`config.mk`:
```
export PLATFORM = sky130hd
export DESIGN_NAME = controle_multiciclo
export DESIGN_NICKNAME = d
export VERILOG_FILES = /design/src/rtl/mips_defs.sv /design/src/rtl/controle_multiciclo_ula_controle.sv /design/src/rtl/controle_multiciclo.sv
export SDC_FILE = /design/constraint.sdc
export NUM_CORES = 1
export LEC_CHECK = 0
export CAP_MARGIN = 5
export CORE_ASPECT_RATIO = 1.25
export CORE_MARGIN = 3
export CORE_UTILIZATION = 45
export CTS_CLUSTER_SIZE = 16
export DETAILED_ROUTE_END_ITERATION = 12
export GPL_ROUTABILITY_DRIVEN = 0
export HOLD_SLACK_MARGIN = 0.02
export PLACE_DENSITY = 0.65
export SLEW_MARGIN = 5
export SYNTH_ARGS = -nofsm -noshare
export SYNTH_HDL_FRONTEND = slang
export SYNTH_SLANG_ARGS = --single-unit
```
`constraint.sdc`:
```
create_clock -name clock -period 7.5 [get_ports clock]
set_clock_uncertainty 0.15 [all_clocks]
set_input_delay 0.75 -clock clock [delete_from_list [all_inputs] [get_ports clock]]
set_output_delay 0.75 -clock clock [all_outputs]
set_load 0.05 [all_outputs]
```
`src/rtl/mips_defs.sv`:
```
// Shared MIPS definitions: opcodes, funct codes, ALU operation codes and the
// multicycle control state encoding.
package mips_defs;

    localparam logic [5:0] OP_RTYPE = 6'h00;
    localparam logic [5:0] OP_J     = 6'h02;
    localparam logic [5:0] OP_BEQ   = 6'h04;
    localparam logic [5:0] OP_ADDI  = 6'h08;
    localparam logic [5:0] OP_LW    = 6'h23;
    localparam logic [5:0] OP_SW    = 6'h2B;

    localparam logic [5:0] F_BREAK = 6'h0D;
    localparam logic [5:0] F_ADD   = 6'h20;
    localparam logic [5:0] F_ADDU  = 6'h21;
    localparam logic [5:0] F_SUB   = 6'h22;
    localparam logic [5:0] F_SUBU  = 6'h23;
    localparam logic [5:0] F_AND   = 6'h24;
    localparam logic [5:0] F_OR    = 6'h25;
    localparam logic [5:0] F_XOR   = 6'h26;
    localparam logic [5:0] F_NOR   = 6'h27;
    localparam logic [5:0] F_SLT   = 6'h2A;

    localparam logic [3:0] ALU_AND  = 4'b0000;
    localparam logic [3:0] ALU_OR   = 4'b0001;
    localparam logic [3:0] ALU_ADD  = 4'b0010;
    localparam logic [3:0] ALU_XOR  = 4'b0011;
    localparam logic [3:0] ALU_ADDU = 4'b0100;
    localparam logic [3:0] ALU_SUBU = 4'b0101;
    localparam logic [3:0] ALU_SUB  = 4'b0110;
    localparam logic [3:0] ALU_SLT  = 4'b0111;
    localparam logic [3:0] ALU_NOR  = 4'b1100;

    localparam logic [3:0] S_FETCH       = 4'd0;
    localparam logic [3:0] S_DECODE      = 4'd1;
    localparam logic [3:0] S_R_EXEC      = 4'd2;
    localparam logic [3:0] S_R_WB        = 4'd3;
    localparam logic [3:0] S_MEM_ADDR    = 4'd4;
    localparam logic [3:0] S_MEM_READ_S  = 4'd5;
    localparam logic [3:0] S_MEM_WB      = 4'd6;
    localparam logic [3:0] S_MEM_WRITE_S = 4'd7;
    localparam logic [3:0] S_BRANCH      = 4'd8;
    localparam logic [3:0] S_ADDI_EXEC   = 4'd9;
    localparam logic [3:0] S_ADDI_WB     = 4'd10;
    localparam logic [3:0] S_JUMP        = 4'd11;
    localparam logic [3:0] S_HALT        = 4'd12;

    typedef enum logic [3:0] {
        FETCH       = S_FETCH,
        DECODE      = S_DECODE,
        R_EXEC      = S_R_EXEC,
        R_WB        = S_R_WB,
        MEM_ADDR    = S_MEM_ADDR,
        MEM_READ_S  = S_MEM_READ_S,
        MEM_WB      = S_MEM_WB,
        MEM_WRITE_S = S_MEM_WRITE_S,
        BRANCH      = S_BRANCH,
        ADDI_EXEC   = S_ADDI_EXEC,
        ADDI_WB     = S_ADDI_WB,
        JUMP        = S_JUMP,
        HALT        = S_HALT
    } state_t;

endpackage

```
`src/rtl/controle_multiciclo_ula_controle.sv`:
```
// FUNCT to ALU operation decoder for R-type instructions; valid drops for
// any FUNCT the datapath does not implement.
module ula_controle
    import mips_defs::*;
(
    input  logic [5:0] funct,
    output logic [3:0] alu_op,
    output logic       valid
);

    always_comb begin
        alu_op = ALU_AND;
        valid  = 1'b1;
        case (funct)
            F_ADD:   alu_op = ALU_ADD;
            F_ADDU:  alu_op = ALU_ADDU;
            F_SUB:   alu_op = ALU_SUB;
            F_SUBU:  alu_op = ALU_SUBU;
            F_AND:   alu_op = ALU_AND;
            F_OR:    alu_op = ALU_OR;
            F_XOR:   alu_op = ALU_XOR;
            F_NOR:   alu_op = ALU_NOR;
            F_SLT:   alu_op = ALU_SLT;
            default: valid  = 1'b0;
        endcase
    end

endmodule

```
`src/rtl/controle_multiciclo.sv`:
```
// Multicycle MIPS control FSM: sequences fetch/decode/execute/memory/writeback,
// with a memory wait timeout that parks the machine in HALT.
module controle_multiciclo
    import mips_defs::*;
#(
    parameter int MEM_WAIT_MAX = 15
) (
    input  logic       clock,
    input  logic       reset,
    input  logic [5:0] OPCODE,
    input  logic [5:0] FUNCT,
    input  logic       Z,
    input  logic       MEM_READY,
    output logic       PC_WRITE,
    output logic       PC_WRITE_COND,
    output logic       IOR_D,
    output logic       MEM_READ,
    output logic       MEM_WRITE,
    output logic       IR_WRITE,
    output logic       MEM_TO_REG,
    output logic       REG_DST,
    output logic       REG_WRITE,
    output logic       ALU_SRC_A,
    output logic [1:0] ALU_SRC_B,
    output logic [1:0] PC_SOURCE,
    output logic [3:0] ALU_OP,
    output logic       HALTED
);

    state_t      state, next_state;
    logic [31:0] wait_cnt, wait_inc;
    logic        waiting, timeout;
    logic [3:0]  r_alu_op;
    logic        r_valid;
    logic        unused_z;

    // Z is consumed by the datapath through PC_WRITE_COND, not by the FSM.
    assign unused_z = Z;

    ula_controle u_ula_controle (
        .funct  (FUNCT),
        .alu_op (r_alu_op),
        .valid  (r_valid)
    );

    always_comb begin
        waiting = ((state == FETCH) || (state == MEM_READ_S) || (state == MEM_WRITE_S))
                  && !MEM_READY;
        wait_inc = wait_cnt + 32'd1;
        timeout  = waiting && (MEM_WAIT_MAX != 0) && (wait_inc >= $unsigned(MEM_WAIT_MAX));

        next_state = state;
        case (state)
            FETCH:       if (MEM_READY) next_state = DECODE;
            DECODE: begin
                case (OPCODE)
                    OP_RTYPE:     next_state = (FUNCT == F_BREAK) ? HALT : R_EXEC;
                    OP_LW, OP_SW: next_state = MEM_ADDR;
                    OP_BEQ:       next_state = BRANCH;
                    OP_ADDI:      next_state = ADDI_EXEC;
                    OP_J:         next_state = JUMP;
                    default:      next_state = HALT;
                endcase
            end
            R_EXEC:      next_state = r_valid ? R_WB : HALT;
            R_WB:        next_state = FETCH;
            MEM_ADDR:    next_state = (OPCODE == OP_LW) ? MEM_READ_S : MEM_WRITE_S;
            MEM_READ_S:  if (MEM_READY) next_state = MEM_WB;
            MEM_WB:      next_state = FETCH;
            MEM_WRITE_S: if (MEM_READY) next_state = FETCH;
            BRANCH:      next_state = FETCH;
            ADDI_EXEC:   next_state = ADDI_WB;
            ADDI_WB:     next_state = FETCH;
            JUMP:        next_state = FETCH;
            default:     next_state = HALT;
        endcase
        if (timeout) next_state = HALT;
    end

    // The wait counter only runs while parked in a memory state; any state change clears it.
    always_ff @(posedge clock) begin
        if (reset) begin
            state    <= FETCH;
            wait_cnt <= '0;
        end else begin
            state <= next_state;
            if (next_state != state)
                wait_cnt <= '0;
            else if (waiting)
                wait_cnt <= wait_inc;
        end
    end

    always_comb begin
        PC_WRITE      = 1'b0;
        PC_WRITE_COND = 1'b0;
        IOR_D         = 1'b0;
        MEM_READ      = 1'b0;
        MEM_WRITE     = 1'b0;
        IR_WRITE      = 1'b0;
        MEM_TO_REG    = 1'b0;
        REG_DST       = 1'b0;
        REG_WRITE     = 1'b0;
        ALU_SRC_A     = 1'b0;
        ALU_SRC_B     = 2'b00;
        PC_SOURCE     = 2'b00;
        ALU_OP        = ALU_AND;
        HALTED        = 1'b0;
        case (state)
            FETCH: begin
                MEM_READ  = 1'b1;
                ALU_SRC_B = 2'b01;
                ALU_OP    = ALU_ADD;
                IR_WRITE  = MEM_READY;
                PC_WRITE  = MEM_READY;
            end
            DECODE: begin
                ALU_SRC_B = 2'b11;
                ALU_OP    = ALU_ADD;
            end
            R_EXEC: begin
                ALU_SRC_A = 1'b1;
                ALU_OP    = r_alu_op;
            end
            R_WB: begin
                REG_DST   = 1'b1;
                REG_WRITE = 1'b1;
            end
            MEM_ADDR, ADDI_EXEC: begin
                ALU_SRC_A = 1'b1;
                ALU_SRC_B = 2'b10;
                ALU_OP    = ALU_ADD;
            end
            MEM_READ_S: begin
                MEM_READ = 1'b1;
                IOR_D    = 1'b1;
            end
            MEM_WB: begin
                MEM_TO_REG = 1'b1;
                REG_WRITE  = 1'b1;
            end
            MEM_WRITE_S: begin
                MEM_WRITE = 1'b1;
                IOR_D     = 1'b1;
            end
            BRANCH: begin
                ALU_SRC_A     = 1'b1;
                ALU_OP        = ALU_SUB;
                PC_WRITE_COND = 1'b1;
                PC_SOURCE     = 2'b01;
            end
            ADDI_WB:  REG_WRITE = 1'b1;
            JUMP: begin
                PC_WRITE  = 1'b1;
                PC_SOURCE = 2'b10;
            end
            HALT:     HALTED = 1'b1;
            default:  HALTED = 1'b1;
        endcase
    end

endmodule

```
==> reports/results.txt, run 1 <==
initial antenna violation count: 0
Synth area leaders: dfxtp_1 22%, nor4_2 13%, xor2_1 5.9%
cts bufs inserted: 5
synthesis warning total: 0
via count: 3040
top cell type's share of synthesized area: 0.2191
Top FF cell, synth: dfxtp_1
Worst Path Required: 7550 ps
Synth top cells by count: 36 x dfxtp_1, 34 x nor2_1, 34 x nor4_2
arrival time at the worst endpoint: 3950 ps
setup_tns: 0 ps
Worst-path clk slew: 70 ps
DR WL met2: 4202 um
Final Routed Wirelength: 8170 um
htree depth: 2
flops & latches, synth: 36
DR WL met3: 452 um
endpoints failing setup: 0
post-synthesis instance total: 400
largest net degree at the start of global routing: 33
Mapped Avg Cell Area: 8.224 um^2
Syn Nets: 418
Max Cap Viol: 0
ANT nets after route: 0
share of layout cells above drive strength 1: 0.1683
area leader, netlist: dfxtp_1
Top Layer Used: met4
row cnt: 34
DR WL/cell: 16.34 um
Synth Cell Area: 3289 um^2
Clock Path Buffers: 2
CTS root buf: clkbuf_8
vias in the first global route: 2869
EDFF count, synth: 0
n_diodes: 0
routed vias/inst: 6.080
Setup CP Type: in2reg
total leakage power: 1.116 nW
area grow syn2layout: 12.02%
setup bufs post-CTS: 0
GRT Residual Overflow: 0
Slew Viols, Final: 0
Distinct cells, synth: 69
min-delay worst type: reg2reg
Die X: 82.47 um
Max Freq: 0.2564 GHz
FILL cells: 689
area post-placement: 3588 um^2
Met1 Wirelength: 3374 um
Final Hold Vio Count: 0
Final nets: 428
Clk Latency, worst-skew pair: 290 ps
slew at the pin closest to its max-slew limit: 916.9 ps
global-route wire length before repair: 13790 um
top-count cell post-synth: dfxtp_1
# hold bufs at CTS: 0
gr usage total: 0.2036
crit path max fanout: 19
DIE AREA: 8378 um^2
CTS tree: done
Post-CTS Resized: 0
Tmin final: 3900 ps
DRT iter0 DRCs: 107
relative slew slack: 0.3887
# DRC: 0
core area: 7019 um^2
R2R cell count: 9
FFs w/ async S/R, synth: 0
crit start category: primary input
Die Ht: 101.6 um
sequential share of the synthesized area: 0.2191
Reg area: 720.7 um^2
1st-pass router iterations: 4
pwr/cell area: 296.0 nW/um^2
part of the cycle the worst path needs: 0.5200
final instance area: 3685 um^2
Initial Utilization: 0.4686
half-perimeter wire length after placement: 5701 um
PortBufs: 33
# IOs: 35
Worst setup EP type: register
run status: completed
hold_ws: 447.7 ps
Worst VDD drop: 0.1664 mV
area of the multi-input gates: 2380 um^2
hold depth: 2
clk sinks: 36
RSZ-0062 raised after global routing: no
## metrics by stage
stage	setup slack [ps]	utilization	power (mW)	std cells
detailed placement	3323	0.5112	0.9463	493
finish	3600	0.5250	1.091	500
global route	3341	0.5250	1.162	500
global placement	3395	0.5112	0.9412	493
floorplan	3929	-	0.8089	400
CTS	3589	0.5250	1.100	500
## layer usage
metal	vias to the layer above	GRT usage
met5	-	0
met4	0	0.06138
met3	14	0.03292
met2	70	0.3660
met1	1446	0.2430
li1	1510	-
## layout make-up
cell class / count / share of cell area
multi-input cells: 325 / 0.6458
flip-flops and latches: 36 / 0.1956
repair buffers: 36 / 0.09576
well taps: 90 / 0.03056
clock buffers: 7 / 0.02615
inverters: 6 / 0.006112
## power breakdown
group          internal [mW]  switching (mW)  leakage, nW  total, mW
Sequential             0.203          0.0497        0.291      0.253
Clock                 0.0819          0.0716       0.0503      0.154
Combinational          0.191           0.494        0.775      0.685
Total                  0.476           0.615         1.12       1.09
## flip-flops by register name, summed over array words and instances, names as in the netlist
register,cells
state,4
wait_cnt,32
## worst max-delay path, cell delays in order
cell             delay, ps
clkdlybuf4s50_1        540
nor3b_1                430
o21a_1                 240
a21boi_0               110
o221a_2                280
or4b_1                 480
nor4_2                 280
o22ai_4                260
buf_4                  310
nor4_2                 250
## layout by cell type (no fill, tap or decap), types with 3 or more instances in the layout
| master | synthesis | layout |
|---|---|---|
| and3_1 | 7 | 7 |
| a21boi_0 | 5 | 5 |
| nor3_1 | 18 | 17 |
| xor2_1 | 22 | 22 |
| nand3b_1 | 3 | 3 |
| inv_1 | 6 | 6 |
| o211ai_1 | 4 | 4 |
| clkbuf_8 | 0 | 7 |
| o31ai_1 | 3 | 3 |
| nor2b_1 | 3 | 3 |
| nor4_1 | 7 | 7 |
| nand2_1 | 29 | 29 |
| clkdlybuf4s50_1 | 0 | 33 |
| dfxtp_1 | 36 | 36 |
| xnor2_1 | 20 | 20 |
| a31oi_1 | 3 | 3 |
| nand4_2 | 3 | 3 |
| nor3_2 | 2 | 3 |
| a21oi_1 | 12 | 12 |
| nand4_1 | 15 | 15 |
| nor4_2 | 34 | 34 |
| and2_1 | 8 | 8 |
| nand3_1 | 18 | 18 |
| nor3b_1 | 3 | 3 |
| nor2_1 | 34 | 34 |
| o21ai_0 | 12 | 12 |
| or3_2 | 2 | 3 |
| and4_1 | 3 | 3 |
| nand2b_1 | 4 | 4 |
| mux2i_1 | 3 | 3 |
| buf_4 | 3 | 3 |
| or3_1 | 4 | 3 |
| o21bai_1 | 3 | 3 |
## kinds of logic after synthesis
family / Yosys count / synth area share
DFF: 36 / 0.2191
buffers and inverters: 39 / 0.06390
adders and majority gates: 2 / 0.007606
and+or+nand+nor: 211 / 0.4393
AOI/OAI and AO/OA: 67 / 0.1491
muxes: 3 / 0.009129
xor gates and xnor gates: 42 / 0.1118
## worst paths after layout
| kind | start | to | slack (ps) |
|---|---|---|---|
| worst min-delay path | wait_cnt[28] | wait_cnt[28] | 450 |
| worst max register to register | wait_cnt[3] | wait_cnt[4] | 3680 |
| worst max-delay path | FUNCT[0] | wait_cnt[4] | 3600 |
| worst min register to register | wait_cnt[28] | wait_cnt[28] | 450 |
Power figures use the tool's default switching activity.
==> run 2: changes to the inputs <==
- PLACE_DENSITY: 0.65 -> 0.67
- clock period: 7.5 -> 3.4 ns (I/O delays scaled with it)
==> run 2 against run 1 <==
Compared with the run above:
- combinational power rose to 2.6 times the previous value
- critical endpoint is now wait_cnt[23]
- hold slack worse by 9.5 ps
- total power rose by 140%
- highest routed layer unchanged
- via count is 2.2% higher
- largest cell class unchanged
- register-to-register slack worse by 3500 ps
- cell count grew 5.2%
- critical path depth is the same
- design area is 6.6% higher
- clock-buffer cell count decreased by 1
==> reports/results.txt, run 2 (synthesized netlist as in run 1, its figures left out) <==
top flop regs: wait_cnt: 32 flops, state: 4 flops
CP startpoint: wait_cnt[3]
Largest register FFs: 32
Die Ht: 101.6 um
Reg area: 726.9 um^2
n_diodes: 0
# DRC: 0
worst-path cell chain: nand4_2, buf_4, or4_4, o21a_1, a2111oi_0, nand3b_1, nor4_4, o22ai_4, buf_12, nor4_2
gr usage total: 0.2107
r2r startpoint: wait_cnt[3]
global-route wire length before repair: 14200 um
commonest non-fill, non-tap cells in the layout: 34 x nor2_1, 34 x nor4_2, 33 x clkdlybuf4s50_1
core area: 7019 um^2
largest net degree at the start of global routing: 33
cts bufs inserted: 5
Setup CP Type: reg2reg
Worst setup EP type: register
Comb pwr share: 0.673
row cnt: 34
switch share: 0.5292
Slew Viols, Final: 0
relative slew slack: 0.5732
worst stage delay on the critical path: 490 ps
Biggest register: wait_cnt
Worst Path Required: 3450 ps
Final Routed Wirelength: 8386 um
total leakage power: 1.257 nW
htree depth: 2
Max Freq: 0.3065 GHz
RSZ-0062 raised after global routing: no
power share of the clock group: 0.142
Worst VDD drop: 0.4380 mV
Clock Path Buffers: 2
1st-pass router iterations: 4
arrival time at the worst endpoint: 3320 ps
via count: 3107
GRT Residual Overflow: 0
total power: 2.640 mW
clk sinks: 36
# hold bufs at CTS: 0
Buf+Inv Stages, Crit Path: 2
slowest stage cell, crit path: dfxtp_1
Worst-path clk slew: 70 ps
Clk Latency, worst-skew pair: 290 ps
Initial Utilization: 0.4686
# IOs: 35
PortBufs: 33
Die X: 82.47 um
run status: completed
initial antenna violation count: 0
Tmin final: 3263 ps
Final Hold Vio Count: 0
pwr/cell area: 671.9 nW/um^2
DIE AREA: 8378 um^2
ANT nets after route: 0
NetSw: 1.397 mW
DR WL/cell: 15.94 um
Max Cap Viol: 0
routed vias/inst: 5.907
area post-placement: 3792 um^2
area of the multi-input gates: 2394 um^2
CTS root buf: clkbuf_8
Core Util, Final: 0.5597
min-delay worst type: reg2reg
half-perimeter wire length after placement: 6175 um
crit start category: register
vias in the first global route: 3129
endpoints failing setup: 0
final instance area: 3929 um^2
Final nets: 453
setup_tns: 0 ps
CTS tree: done
Worst path top cell family by delay: simple AND/OR/NAND/NOR gates
part of the cycle the worst path needs: 0.9596
slew at the pin closest to its max-slew limit: 636.8 ps
min-delay src: wait_cnt[28]
FILL cells: 668
DRT iter0 DRCs: 136
sequential share of power: 0.186
Pint: 1.243 mW
area grow syn2layout: 19.44%
share of layout cells above drive strength 1: 0.2271
crit path max fanout: 22
run 2: metrics by stage:
stage          hold slack, ps  worst slack (ps)  cells
3_3_place_gp            422.5             167.2    517
2_1_floorplan           259.1             239.2    400
5_1_grt                 495.7             9.647    526
3_5_place_dp            418.6             89.47    517
6_report                438.2             137.5    526
4_1_cts                 437.5             78.34    525
run 2: timing repair:
action,4_1_cts,5_1_grt
buffers inserted,0,1
setup endpoints to repair,0,32
endpoints found under the hold margin,0,0
gates resized for setup,0,7
run 2: power groups by stage:
stage | clock network, mW | registers [mW] | logic [mW]
3_5_place_dp | 0 | 0.499 | 1.78
4_1_cts | 0.386 | 0.489 | 1.78
5_1_grt | 0.405 | 0.495 | 1.91
2_1_floorplan | 0 | 0.466 | 1.32
6_report | 0.374 | 0.490 | 1.78
3_3_place_gp | 0 | 0.497 | 1.76
run 2: path summary, 6_finish.rpt:
kind / endpoint / cells after the start / slack, ps
setup / recovery: wait_cnt[23] / 10 / 140
hold / removal: wait_cnt[28] / 2 / 440
setup reg to reg: wait_cnt[23] / 10 / 140
hold reg to reg: wait_cnt[28] / 2 / 440
run 2: tightest hold or removal path: cells and delay by family (launching register included):
kind,cells,cell delay (ps)
flip-flops,1,340
XOR/XNOR,1,160
AND/OR/NAND/NOR,1,50
run 2: final cells by class:
class / count / share of cell area
clock buffers: 6 / 0.01847
clock inverters: 2 / 0.008917
inverters: 6 / 0.005732
multi-input cells: 325 / 0.6092
flip-flops and latches: 36 / 0.1850
well taps: 90 / 0.02866
repair buffers: 61 / 0.1439
run 2: routing by layer:
layer | GRT usage | routed length [um] | up-vias
li1 | - | - | 1558
met3 | 0.03470 | 489 | 13
met1 | 0.2389 | 3360 | 1458
met2 | 0.3747 | 4390 | 78
met4 | 0.1010 | 145 | 0
met5 | 0 | 0 | -
